$ cat config.mk
export PLATFORM = sky130hd
export DESIGN_NAME = fb_cpu
export DESIGN_NICKNAME = d
export VERILOG_FILES = /design/src/rtl/fb_cpu.sv
export SDC_FILE = /design/constraint.sdc
export NUM_CORES = 1
export LEC_CHECK = 0
export CELL_PAD_IN_SITES_DETAIL_PLACEMENT = 0
export CELL_PAD_IN_SITES_GLOBAL_PLACEMENT = 1
export CORE_ASPECT_RATIO = 1.2
export CORE_MARGIN = 5
export CORE_UTILIZATION = 48
export DETAILED_ROUTE_END_ITERATION = 6
export PLACE_DENSITY = 0.83
export SLEW_MARGIN = 40
export SYNTH_ARGS = -nofsm -noshare
export SYNTH_HDL_FRONTEND = slang
export SYNTH_SLANG_ARGS = --single-unit
$ cat constraint.sdc
create_clock -name clk -period 10.7 [get_ports clk]
set_clock_uncertainty 0.05 [all_clocks]
set_input_delay 1.605 -clock clk [delete_from_list [all_inputs] [get_ports clk]]
set_output_delay 1.605 -clock clk [all_outputs]
set_load 0.02 [all_outputs]
$ cat src/rtl/fb_cpu.sv
// Accumulator CPU core: fetches 10-bit instructions from a single-port synchronous RAM
// with one cycle of read latency, executes them against ACC, and writes results back to the RAM.
module fb_cpu #(
  parameter int ADDRESS_WIDTH = 6,
  parameter int DATA_WIDTH    = 10
) (
  input  logic                     clk,
  input  logic                     rst,
  input  logic [DATA_WIDTH-1:0]    MDROut,
  output logic [DATA_WIDTH-1:0]    MDRIn,
  output logic                     RAMWr,
  output logic [ADDRESS_WIDTH-1:0] MAR,
  output logic [ADDRESS_WIDTH-1:0] PC,
  output logic [2:0]               dbg_state
);

  // Bus contract: there is no valid/ready handshake. The RAM samples MAR (and MDRIn when
  // RAMWr=1) on every rising edge; MDROut shows mem[MAR] one cycle later, so every read is
  // followed by a wait state (F1, M1) before the data is consumed.
  typedef enum logic [2:0] {
    S_F0 = 3'd0,
    S_F1 = 3'd1,
    S_F2 = 3'd2,
    S_M1 = 3'd3,
    S_EX = 3'd4,
    S_W  = 3'd5,
    S_H  = 3'd6
  } state_t;

  localparam logic [3:0] OP_ADD = 4'h0;
  localparam logic [3:0] OP_SUB = 4'h1;
  localparam logic [3:0] OP_MUL = 4'h2;
  localparam logic [3:0] OP_AND = 4'h3;
  localparam logic [3:0] OP_OR  = 4'h4;
  localparam logic [3:0] OP_XOR = 4'h5;
  localparam logic [3:0] OP_LDA = 4'h6;
  localparam logic [3:0] OP_STA = 4'h7;
  localparam logic [3:0] OP_LDI = 4'h8;
  localparam logic [3:0] OP_JMP = 4'h9;
  localparam logic [3:0] OP_JZ  = 4'hA;
  localparam logic [3:0] OP_JNZ = 4'hB;
  localparam logic [3:0] OP_NOT = 4'hC;
  localparam logic [3:0] OP_SHL = 4'hD;
  localparam logic [3:0] OP_SHR = 4'hE;
  localparam logic [3:0] OP_HLT = 4'hF;

  state_t                   state_q, state_d;
  logic [ADDRESS_WIDTH-1:0] pc_q, pc_d;
  logic [ADDRESS_WIDTH-1:0] mar_q, mar_d;
  logic [DATA_WIDTH-1:0]    acc_q, acc_d;
  logic [DATA_WIDTH-1:0]    ir_q, ir_d;
  logic [DATA_WIDTH-1:0]    mdr_in_q, mdr_in_d;
  logic                     ram_wr_q, ram_wr_d;

  logic [3:0]               f2_op;
  logic [ADDRESS_WIDTH-1:0] f2_a;
  logic [3:0]               ex_op;
  logic [2*DATA_WIDTH-1:0]  product;
  logic                     ir_unused;

  // In F2 the instruction is decoded straight off the RAM bus; IR keeps it for EX.
  assign f2_op     = MDROut[DATA_WIDTH-1 -: 4];
  assign f2_a      = MDROut[ADDRESS_WIDTH-1:0];
  assign ex_op     = ir_q[DATA_WIDTH-1 -: 4];
  assign product   = acc_q * MDROut;
  assign ir_unused = ^ir_q[DATA_WIDTH-5:0];

  always_comb begin
    state_d  = state_q;
    pc_d     = pc_q;
    mar_d    = mar_q;
    acc_d    = acc_q;
    ir_d     = ir_q;
    mdr_in_d = mdr_in_q;
    ram_wr_d = 1'b0;
    case (state_q)
      S_F0: begin
        mar_d   = pc_q;
        state_d = S_F1;
      end
      S_F1: state_d = S_F2;
      S_F2: begin
        ir_d    = MDROut;
        pc_d    = pc_q + ADDRESS_WIDTH'(1);
        state_d = S_F0;
        case (f2_op)
          OP_ADD, OP_SUB, OP_MUL, OP_AND, OP_OR, OP_XOR, OP_LDA: begin
            mar_d   = f2_a;
            state_d = S_M1;
          end
          OP_STA: begin
            mar_d    = f2_a;
            mdr_in_d = acc_q;
            ram_wr_d = 1'b1;
            state_d  = S_W;
          end
          OP_LDI: acc_d = {{(DATA_WIDTH-ADDRESS_WIDTH){1'b0}}, f2_a};
          OP_JMP: pc_d = f2_a;
          OP_JZ:  if (acc_q == '0) pc_d = f2_a;
          OP_JNZ: if (acc_q != '0) pc_d = f2_a;
          OP_NOT: acc_d = ~acc_q;
          OP_SHL: acc_d = {acc_q[DATA_WIDTH-2:0], 1'b0};
          OP_SHR: acc_d = {1'b0, acc_q[DATA_WIDTH-1:1]};
          OP_HLT: state_d = S_H;
          default: state_d = S_F0;
        endcase
      end
      S_M1: state_d = S_EX;
      S_EX: begin
        state_d = S_F0;
        case (ex_op)
          OP_ADD:  acc_d = acc_q + MDROut;
          OP_SUB:  acc_d = acc_q - MDROut;
          OP_MUL:  acc_d = product[DATA_WIDTH-1:0];
          OP_AND:  acc_d = acc_q & MDROut;
          OP_OR:   acc_d = acc_q | MDROut;
          OP_XOR:  acc_d = acc_q ^ MDROut;
          OP_LDA:  acc_d = MDROut;
          default: acc_d = acc_q;
        endcase
      end
      S_W:  state_d = S_F0;
      S_H:  state_d = S_H;
      default: state_d = S_F0;
    endcase
  end

  // Reset wins over every state, including W, so RAMWr is low right after the reset edge.
  always_ff @(posedge clk) begin
    if (rst) begin
      state_q  <= S_F0;
      pc_q     <= '0;
      mar_q    <= '0;
      acc_q    <= '0;
      ir_q     <= '0;
      mdr_in_q <= '0;
      ram_wr_q <= 1'b0;
    end else begin
      state_q  <= state_d;
      pc_q     <= pc_d;
      mar_q    <= mar_d;
      acc_q    <= acc_d;
      ir_q     <= ir_d;
      mdr_in_q <= mdr_in_d;
      ram_wr_q <= ram_wr_d;
    end
  end

  assign MDRIn     = mdr_in_q;
  assign RAMWr     = ram_wr_q;
  assign MAR       = mar_q;
  assign PC        = pc_q;
  assign dbg_state = state_q;

endmodule

* After elaboration in Yosys (flattened, before gate mapping)
Index checks and enable logic that the tools add are counted. W data, S select, Z words.
Operators by class: divide/modulo/power cells 0, reductions and logical operators 13, order comparisons 0, add/subtract/negate cells 3, multiply operators 1, equality and inequality tests 29, shift-type cells 0, bitwise gates (word level) 5, mux-type cells 11
Operators by type and width (number):
- $pmux W10 S7 | 1
- $pmux W10 S4 | 1
- $eq A4 B4 Y1 const B | 8
- $eq A4 B3 Y1 const B | 7
- $pmux W10 S2 | 1
- $mux W6 | 3
- $pmux W6 S3 | 1
- $eq A4 B2 Y1 const B | 4
- $pmux W3 S5 | 1
- $pmux W6 S2 | 1
- $add A10 B10 Y10 | 1
- $and A10 B10 Y10 | 1
- $logic_not A10 Y1 | 1
- $mul A10 B10 Y10 | 1
- $not A10 Y10 | 1
- $or A10 B10 Y10 | 1
- $reduce_bool A10 Y1 | 1
- $sub A10 B10 Y10 | 1
- $xor A10 B10 Y10 | 1
- $pmux W3 S3 | 1
- $eq A4 B1 Y1 const B | 2
- $logic_not A4 Y1 | 2
- $ne A8 B8 Y1 const B | 1
- $reduce_or A8 Y1 | 1
- other kinds (14) | 18
Storage, ports and cells: flip-flop bits (word level) 46, logic and storage cells 69, bits in latches 0, bits in writable memories 0, input bits 12, memories kept 0, output and inout port bits 26, bits in read-only memories 0

* Depth between registers and ports, before layout
Gate-level depths: netlist (run 1).
word-level depth 4, gate-level depth with buffers 18, gate-level depth less buffers 17

* Worst setup path before layout (run 1)
OpenSTA, ideal clock, no wires.
path type in2reg, start point input port MDROut[6], end point register acc_q[9], stages on the path 16, buffers on the path 2, arrival 6.170 ns, required time 10.547 ns, slack 4.377 ns, cells stage by stage clkbuf_1 > clkbuf_1 > nand2_1 > fa_1 > fa_1 > inv_1 > fa_1 > fa_1 > fa_1 > xnor2_1 > xnor2_1 > xnor2_1 > xnor3_2 > xnor2_1 > o211a_1 > a2111oi_2
Between the ends: word-level cells in the longest chain between the ends 3, elaborated cells between the ends (all ways) 12
RTL lines:
- from (decl) | RTL line 9 | input logic [DATA_WIDTH-1:0] MDROut,
- $mul A10 B10 Y10 (tied with other cells) | RTL line 65 | assign product = acc_q * MDROut;
- $pmux W10 S7 (tied with other cells) | RTL line 111 | case (ex_op)
- $pmux W10 S2 / $reduce_and A3 Y1 (equally long branches)
- to (signal assigned) | RTL line 134 | acc_q <= '0;
- to (signal assigned) | RTL line 142 | acc_q <= acc_d;
- to (decl) | RTL line 50 | logic [DATA_WIDTH-1:0] acc_q, acc_d;
Several ways; a longest one is shown, not always the timed one. A chain may end at the register's enable or synchronous reset.

* Final worst setup path (run 1)
start point input port MDROut[3], end point register acc_q[7]
Between the ends: word-level cells in the longest chain between the ends 3, elaborated cells between the ends (all ways) 5
RTL lines:
- $mul A10 B10 Y10 (tied with other cells) | RTL line 65
- $pmux W10 S7 (*) | RTL line 111
- $pmux W10 S2 (*) | RTL line 76 | case (state_q)
Every way passes the cells marked *; elsewhere a longest branch is shown, timed or not.

==> flow_summary.toml, run 1 <==
[run_status]
status = "finished, final reports clean"

[clock_network]
hold_buffers = 0
cts_root_buf = "clkbuf_16"
cts_tree = "yes"
clk_pin_slew_ns = 0.06
cts_resized = 0
post_cts_buffers = 0
cts_made_buffers = 5
clock-sinks = 40
htree_levels = 2
cts_buffer_depth = 2
clk_latency_ns = 0.29

[floorplan]
ios = 38
initial_core_util_pct = 49.03
rows = 40
die-height_um = 121.0
die_area_um2 = 12410
core_um2 = 10060
die_w_um = 102.5

[yosys]
synth_nets = 745
syn_area_um2 = 4932
synth-async-reset-ratio_pct = 0
syn_inst = 655
synth_edf_count = 0
synth-seq-area-share_pct = 16.24
ys_ff_latch = 40
avgSynthCellArea_um2 = 7.530
synth_cell_types = 61
synth_ff_type = "dfxtp_1"
ys_warn_count = 0

[route]
wl_um = 15550
wl_met1_um = 6636
top_layer = "met4"
wl_per_cell_um = 19.71
num_vias = 4760
drt_iter0_drc = 329
drt_first_pass_iters = 5
ant_nets = 0
drc = 0
routed_via_density = 6.033
met3_length_um = 1111
dr_wl_met2_um = 7275

[power_and_ir_drop]
p_leak_nw = 2.267
switching_share_pct = 39.22
vdd_drop_max_v = 0.00009409
power_switching_uw = 220.5
powerDensity_nw_per_um2 = 102.5
intPower_uw = 341.6
power.share.sequential_pct = 31.0
pwr-share-clk_pct = 28.3
comb_power_share_pct = 40.8

[timing]
hold_violations = 0
grt_setup_unrepaired = "no"
fin_crit_sh_pct = 64.56
tightestPinTransition_ns = 0.8430
fmax_mhz = 144.8
slew_viol_final = 0
tns_ns = 0
setup_violations = 0
holdWs_ns = 0.4476
relSlewSlack_pct = 43.69
finalCriticalPeriod_ns = 6.908

[global_route]
grt_max_degree = 42
first_global_vias = 4770
grt_first_pass_wirelength_um = 25260
grt_usage_pct = 26.12
antenna_found_initial = 0
grt_overflow = 0

[final_layout]
area_delta_synth_final_pct = 11.16
finalInstanceArea_um2 = 5483
layout.nets = 752
drive_above_1_share_pct = 4.676
post-route-util_pct = 54.50
fill_cells = 988
finalNonFillerCells = 789
num_antenna_cells = 0

[worst_hold_path]
hp-class = "flop to flop"

[placement]
dp.cells = 781
hpwlAfterDp_um = 11160
gp_congestion = 0.9946
placed_cell_area_um2 = 5329
io_buffer_count = 37

[setup_path]
critPathCaptureType = "flop"
cp-start-kind = "input port"
path_max_fanout = 13
critical_path_class = "input port to flop"
worstPathRequired_ns = 10.85
cp.arrival_ns = 7.05

[run]
drv_cap = 0
-- final timing paths --
kind	cells after the start	slack (ns)	to	start
max	18	3.79	acc_q[7]$_SDFFE_PP0P_	MDROut[3]
max reg2reg	17	5.18	acc_q[7]$_SDFFE_PP0P_	acc_q[3]$_SDFFE_PP0P_
min reg2reg	2	0.45	MDRIn[9]$_SDFFE_PP0P_	MDRIn[9]$_SDFFE_PP0P_
min	2	0.45	MDRIn[9]$_SDFFE_PP0P_	MDRIn[9]$_SDFFE_PP0P_
-- final cells by class --
| type | count | area [um^2] | area share (%) |
|---|---|---|---|
| Multi-Input combinational cell | 512 | 3711 | 67.69 |
| Clock inverter | 2 | 15.01 | 0.2738 |
| Tap cell | 126 | 157.7 | 2.875 |
| Sequential cell | 40 | 800.8 | 14.61 |
| Inverter | 55 | 206.4 | 3.765 |
| Timing Repair Buffer | 48 | 452.9 | 8.261 |
| Clock buffer | 6 | 138.9 | 2.533 |
-- worst max-delay path, cell delays in order --
cell	delay, ns
clkdlybuf4s50_1	0.86
ha_1	0.28
inv_1	0.07
fa_1	0.52
inv_1	0.05
fa_1	0.45
ha_1	0.33
fa_1	0.53
inv_1	0.05
fa_1	0.53
inv_1	0.04
ha_1	0.34
a21oi_1	0.15
nand3_1	0.13
xor2_1	0.23
a21oi_1	0.10
or4_1	0.52
a311oi_1	0.26
-- stage by stage --
step / total power [mW] / setup slack [ns]
after floorplan: 0.3377 / 4.377
after global placement: 0.3991 / 3.680
after detailed placement: 0.4016 / 3.557
after CTS: 0.5622 / 3.849
after global routing: 0.5963 / 3.519
final: 0.5621 / 3.792
-- Yosys cell counts (4+ instances only) --
| master | n | area (um^2) |
|---|---|---|
| a211oi_1 | 9 | 67.56 |
| a21o_1 | 7 | 52.55 |
| a21oi_1 | 43 | 215.2 |
| a22o_1 | 4 | 35.03 |
| a22oi_1 | 7 | 52.55 |
| a311oi_1 | 8 | 70.07 |
| a31oi_1 | 11 | 68.82 |
| buf_2 | 9 | 45.04 |
| clkbuf_1 | 30 | 112.6 |
| clkinv_1 | 5 | 18.77 |
| dfxtp_1 | 40 | 800.8 |
| fa_1 | 23 | 460.4 |
| ha_1 | 55 | 688.2 |
| inv_1 | 50 | 187.7 |
| mux2i_1 | 17 | 170.2 |
| nand2_1 | 87 | 326.6 |
| nand2b_1 | 7 | 43.79 |
| nand3_1 | 9 | 45.04 |
| nand3b_1 | 5 | 37.54 |
| nor2_1 | 76 | 285.3 |
| nor2b_1 | 9 | 56.30 |
| nor3_1 | 8 | 40.04 |
| nor4_1 | 4 | 25.02 |
| o211ai_1 | 4 | 30.03 |
| o21ai_0 | 36 | 180.2 |
| xnor2_1 | 26 | 227.7 |
| xor2_1 | 5 | 43.79 |
-- power by group through the flow --
stage | Clock, mW | Sequential [mW] | Combinational [mW]
CTS | 0.162 | 0.174 | 0.227
finish | 0.159 | 0.174 | 0.229
detailed placement | 0 | 0.177 | 0.225
floorplan | 0 | 0.172 | 0.166
global placement | 0 | 0.177 | 0.222
global route | 0.168 | 0.175 | 0.253
-- routing by layer --
metal  GRT usage, %  vias up
met5              0        -
met3          4.198       45
met1          35.12     2249
li1               -     2242
met2          41.84      224
met4          9.434        0
-- placed cells by master (no fill, tap or decap), types with 5 or more instances in the layout --
cell             instances
a211oi_1                 9
a21o_1                   7
a21oi_1                 43
a22oi_1                  7
a311oi_1                 8
a31oi_1                 11
buf_4                   11
clkbuf_16                5
clkdlybuf4s50_1         37
clkinv_1                 5
dfxtp_1                 40
fa_1                    23
ha_1                    55
inv_1                   50
mux2i_1                 17
nand2_1                 87
nand2b_1                 7
nand3_1                  9
nand3b_1                 5
nor2_1                  76
nor2b_1                  9
nor3_1                   7
o21ai_0                 36
xnor2_1                 26
xor2_1                   5
-- state kept, by name, summed over array words and instances, names as in the netlist --
name,cells
MAR,6
MDRIn,10
PC,6
RAMWr,1
acc_q,10
dbg_state,3
ir_q,4
-- cell families (layout without fill, tap and decap cells) --
group           count (synthesis)  count (layout)  synth area share [%]
compound gates                154             154                 20.02
xor+xnor                       35              35                 7.103
fa+ha+maj                      79              79                 23.49
buf+inv                       103             111                 8.752
flops                          40              40                 16.24
mux                            19              19                 3.907
simple gates                  225             225                 20.50
No activity file was read; power rests on OpenSTA's default activity.
==> inputs of run 2 (changes only) <==
Settings changed: CORE_UTILIZATION 48 to 45, PLACE_DENSITY 0.83 to 0.79.
Clock period 10.7 ns to 6.4 ns, I/O delays scaled along.
==> flow_summary.toml, run 2 (synthesis results as in run 1) <==
[final_layout]
finalNonFillerCells = 807
num_antenna_cells = 0
layout.nets = 764
drive_above_1_share_pct = 6.519
final_common_cell = "nand2_1"
area_delta_synth_final_pct = 14.43
final_cell_mix = "87 x nand2_1, 76 x nor2_1, 55 x ha_1, 50 x inv_1, 43 x a21oi_1"

[setup_path]
worstPathRequired_ns = 6.54
crit_chain = "clkdlybuf4s50_1, nand2_1, fa_1, fa_1, inv_1, fa_1, fa_1, fa_1, xnor2_1, xnor2_1, xnor2_1, xnor3_2, xnor2_1, o211a_1, a2111oi_2"
path_max_fanout = 9
critPathTopFamily = "adder cells"
cp.arrival_ns = 5.94
cp-start-kind = "input port"
crit_slowest_cell = "clkdlybuf4s50_1"
max_stage_delay_ns = 0.69
critPathCaptureType = "flop"
r2r-start = "acc_q[1]$_SDFFE_PP0P_"
setup.worst_path.start = "MDROut[2]"
crit_top_cell = "fa_1"
path_buf_inv = 2
critical_path_class = "input port to flop"

[timing]
fin_crit_sh_pct = 90.57
slew_viol_final = 0
tns_ns = 0
hold_violations = 0
fmax_mhz = 172.5
finalCriticalPeriod_ns = 5.796
setup_violations = 0
relSlewSlack_pct = 42.99
grt_setup_unrepaired = "no"
tightestPinTransition_ns = 0.8336

[route]
drt_first_pass_iters = 5
ant_nets = 0
wl_um = 16880
num_vias = 4841
drt_iter0_drc = 328
routed_via_density = 5.999
drc = 0
wl_per_cell_um = 20.91

[global_route]
antenna_found_initial = 0
grt_usage_pct = 25.76
first_global_vias = 4867
grt_overflow = 0
grt_max_degree = 42
grt_first_pass_wirelength_um = 26580

[run]
drv_cap = 0

[clock_network]
cts_made_buffers = 5
clock-sinks = 40
cts_tree = "yes"
cts_resized = 0
post_cts_buffers = 0
cts_root_buf = "clkbuf_16"
clk_latency_ns = 0.29
cts_buffer_depth = 2
clk_pin_slew_ns = 0.06
htree_levels = 2
hold_buffers = 0

[floorplan]
initial_core_util_pct = 45.34
die_area_um2 = 13160
rows = 42
die_w_um = 105.6
ios = 38
core_um2 = 10880
die-height_um = 124.7

[power_and_ir_drop]
powerDensity_nw_per_um2 = 189.1
design_power_total_mw = 1.067
vdd_drop_max_v = 0.0001882
p_leak_nw = 2.360

[worst_hold_path]
hp-start = "MDRIn[1]$_SDFFE_PP0P_"
hp-class = "flop to flop"

[placement]
io_buffer_count = 37
dp.cells = 799
gp_congestion = 0.9666
hpwlAfterDp_um = 12700

[run_status]
status = "finished, final reports clean"
run 2: cell count changes in the layout (fill, tap and decap cells not counted):
cell and delta:
buf_4 +12, bufinv_16 +3, clkbuf_8 -1, clkinvlp_4 -2
nor2b_1 -1, nor2b_2 +1
run 2: power breakdown:
group	leakage (nW)	switching (mW)	internal, mW
clock	0.104	0.112	0.263
sequential	0.325	0.0263	0.263
combinational	1.93	0.242	0.160
total	2.36	0.381	0.686
run 2: path summary, 6_finish.rpt:
check,to,slack (ns),depth (start not counted)
max reg2reg,acc_q[9]$_SDFFE_PP0P_,1.07,14
max,acc_q[9]$_SDFFE_PP0P_,0.60,15
min,MDRIn[1]$_SDFFE_PP0P_,0.44,2
min reg2reg,MDRIn[1]$_SDFFE_PP0P_,0.44,2
run 2: layout make-up:
cell class              instances  area (um^2)
fillers                      1072         5234
well taps                     132        165.2
multi-input cells             512         3714
inverters                      55        206.4
clock buffers                   5        125.1
flip-flops and latches         40        800.8
repair buffers                 60        543.0
clock inverters                 3        90.09
run 2: per-stage QoR:
stage	worst slack, ns	instance area, um^2	hold WS [ns]	utilization (%)
floorplan	0.7217	4932	0.5191	-
global placement	0.3899	5420	0.4266	49.83
detailed placement	0.2992	5426	0.4349	49.89
CTS	0.5957	5642	0.4522	51.86
global route	0.3350	5644	0.4801	51.89
finish	0.6037	5644	0.4442	51.89
run 2: tightest hold or removal path, delay by kind of cell, from the launching register on:
family | cells | cell delay [ns]
DFF | 1 | 0.32
muxes | 1 | 0.07
and+or+nand+nor | 1 | 0.07
run 2: layer usage:
layer | track usage [%] | vias to the layer above | wire length (um)
met1 | 32.15 | 2335 | 7016
met3 | 2.903 | 55 | 830
met4 | 12.35 | 0 | 847
li1 | - | 2268 | -
met2 | 43.88 | 183 | 8180
met5 | 0 | - | 0
==> inputs of run 3 (changes only) <==
Settings changed: CORE_MARGIN 5 to unset.
==> flow_summary.toml, run 3 (synthesis results as in run 1) <==
[global_route]
grt_first_pass_wirelength_um = 25230
grt_max_degree = 42
grt_overflow = 0
antenna_found_initial = 0
grt_usage_pct = 28.93
first_global_vias = 4609

[power_and_ir_drop]
power.share.sequential_pct = 28.7
vdd_drop_max_v = 0.0002368
intPower_uw = 643.3
power_switching_uw = 359.1
switching_share_pct = 35.82
p_leak_nw = 2.337
design_power_total_mw = 1.002
pwr-share-clk_pct = 31.9
powerDensity_nw_per_um2 = 179.2
comb_power_share_pct = 39.4

[setup_path]
crit_slowest_cell = "fa_1"
worstPathRequired_ns = 6.55
path_max_fanout = 5
path_buf_inv = 5
max_stage_delay_ns = 0.54
crit_chain = "clkdlybuf4s50_1, ha_1, inv_1, fa_1, inv_1, fa_1, ha_1, fa_1, inv_1, fa_1, inv_1, ha_1, a21oi_1, nand3_1, xor2_1, a21oi_1, or4_1, a311oi_1"
critPathTopFamily = "adder cells"
critPathCaptureType = "flop"
cp-start-kind = "input port"
cp.arrival_ns = 5.94
critical_path_class = "input port to flop"

[timing]
tightestPinTransition_ns = 0.8244
relSlewSlack_pct = 44.46
fin_crit_sh_pct = 90.54
slew_viol_final = 0
grt_setup_unrepaired = "no"
finalCriticalPeriod_ns = 5.795
hold_violations = 0
setup_violations = 0
tns_ns = 0
fmax_mhz = 172.6

[final_layout]
num_antenna_cells = 0
layout.nets = 762
final_common_cell = "nand2_1"
finalNonFillerCells = 801
drive_above_1_share_pct = 5.952
area_delta_synth_final_pct = 13.39
final_cell_mix = "87 x nand2_1, 76 x nor2_1, 55 x ha_1, 50 x inv_1, 43 x a21oi_1"

[route]
drt_iter0_drc = 315
drt_first_pass_iters = 4
routed_via_density = 5.901
num_vias = 4727
drc = 0
wl_um = 16000
wl_per_cell_um = 19.98
ant_nets = 0

[clock_network]
cts_tree = "yes"
htree_levels = 2
cts_buffer_depth = 2
clock-sinks = 40
hold_buffers = 0
cts_made_buffers = 5
clk_latency_ns = 0.28
post_cts_buffers = 0
cts_root_buf = "clkbuf_16"
cts_resized = 0
clk_pin_slew_ns = 0.06

[floorplan]
core_um2 = 10570
rows = 41
die_w_um = 97.57
die-height_um = 116.7
ios = 38
die_area_um2 = 11390
initial_core_util_pct = 46.67

[run]
drv_cap = 0

[placement]
io_buffer_count = 37
hpwlAfterDp_um = 12150
gp_congestion = 0.9682
dp.cells = 794

[run_status]
status = "finished, final reports clean"

[worst_hold_path]
hp-class = "flop to flop"
-- run 3: layer usage --
| layer | global-route usage (%) | share of wire (%) |
|---|---|---|
| met4 | 16.57 | 5.0 |
| met1 | 34.86 | 43 |
| met5 | 0 | 0 |
| met2 | 49.88 | 48 |
| met3 | 4.010 | 3.9 |
-- run 3: stage by stage --
stage	instance area [um^2]	hold slack (ns)	setup slack (ns)	utilization (%)
after floorplan	4932	0.5191	0.7217	-
after global placement	5401	0.4259	0.4090	51.11
after detailed placement	5408	0.4380	0.3184	51.17
after CTS	5593	0.4485	0.6084	52.92
after global routing	5593	0.4805	0.4174	52.92
final	5593	0.4420	0.6053	52.92
-- run 3: path summary, 6_finish.rpt --
kind                         startpoint                     to  slack (ns)  cells after the start
setup reg to reg  acc_q[3]$_SDFFE_PP0P_  acc_q[7]$_SDFFE_PP0P_        0.94                     17
hold / removal    MDRIn[1]$_SDFFE_PP0P_  MDRIn[1]$_SDFFE_PP0P_        0.44                      2
setup / recovery              MDROut[3]  acc_q[7]$_SDFFE_PP0P_        0.61                     18
hold reg to reg   MDRIn[1]$_SDFFE_PP0P_  MDRIn[1]$_SDFFE_PP0P_        0.44                      2
-- run 3: worst reg2reg max path, cell delays in order (launching register included) --
cell and delay, ns:
dfxtp_1 0.76, ha_1 0.29, inv_1 0.06, fa_1 0.53
inv_1 0.05, fa_1 0.45, ha_1 0.33, fa_1 0.54
inv_1 0.07, fa_1 0.53, inv_1 0.05, ha_1 0.34
a21oi_1 0.14, nand3_1 0.13, xor2_1 0.16, a21oi_1 0.11
or4_1 0.52, a311oi_1 0.25
-- run 3: cell type report --
| class | instances | area, um^2 |
|---|---|---|
| fillers | 1072 | 4975 |
| repair buffers | 58 | 528.0 |
| clock inverters | 2 | 60.06 |
| well taps | 129 | 161.4 |
| clock buffers | 5 | 125.1 |
| multi-input cells | 512 | 3711 |
| inverters | 55 | 206.4 |
| flip-flops and latches | 40 | 800.8 |
-- run 3: power groups by stage --
| stage | Sequential (mW) | Clock, mW | Combinational (mW) |
|---|---|---|---|
| after global routing | 0.290 | 0.336 | 0.438 |
| after global placement | 0.292 | 0 | 0.385 |
| after CTS | 0.287 | 0.326 | 0.393 |
| after detailed placement | 0.293 | 0 | 0.390 |
| after floorplan | 0.287 | 0 | 0.278 |
| final | 0.288 | 0.320 | 0.395 |
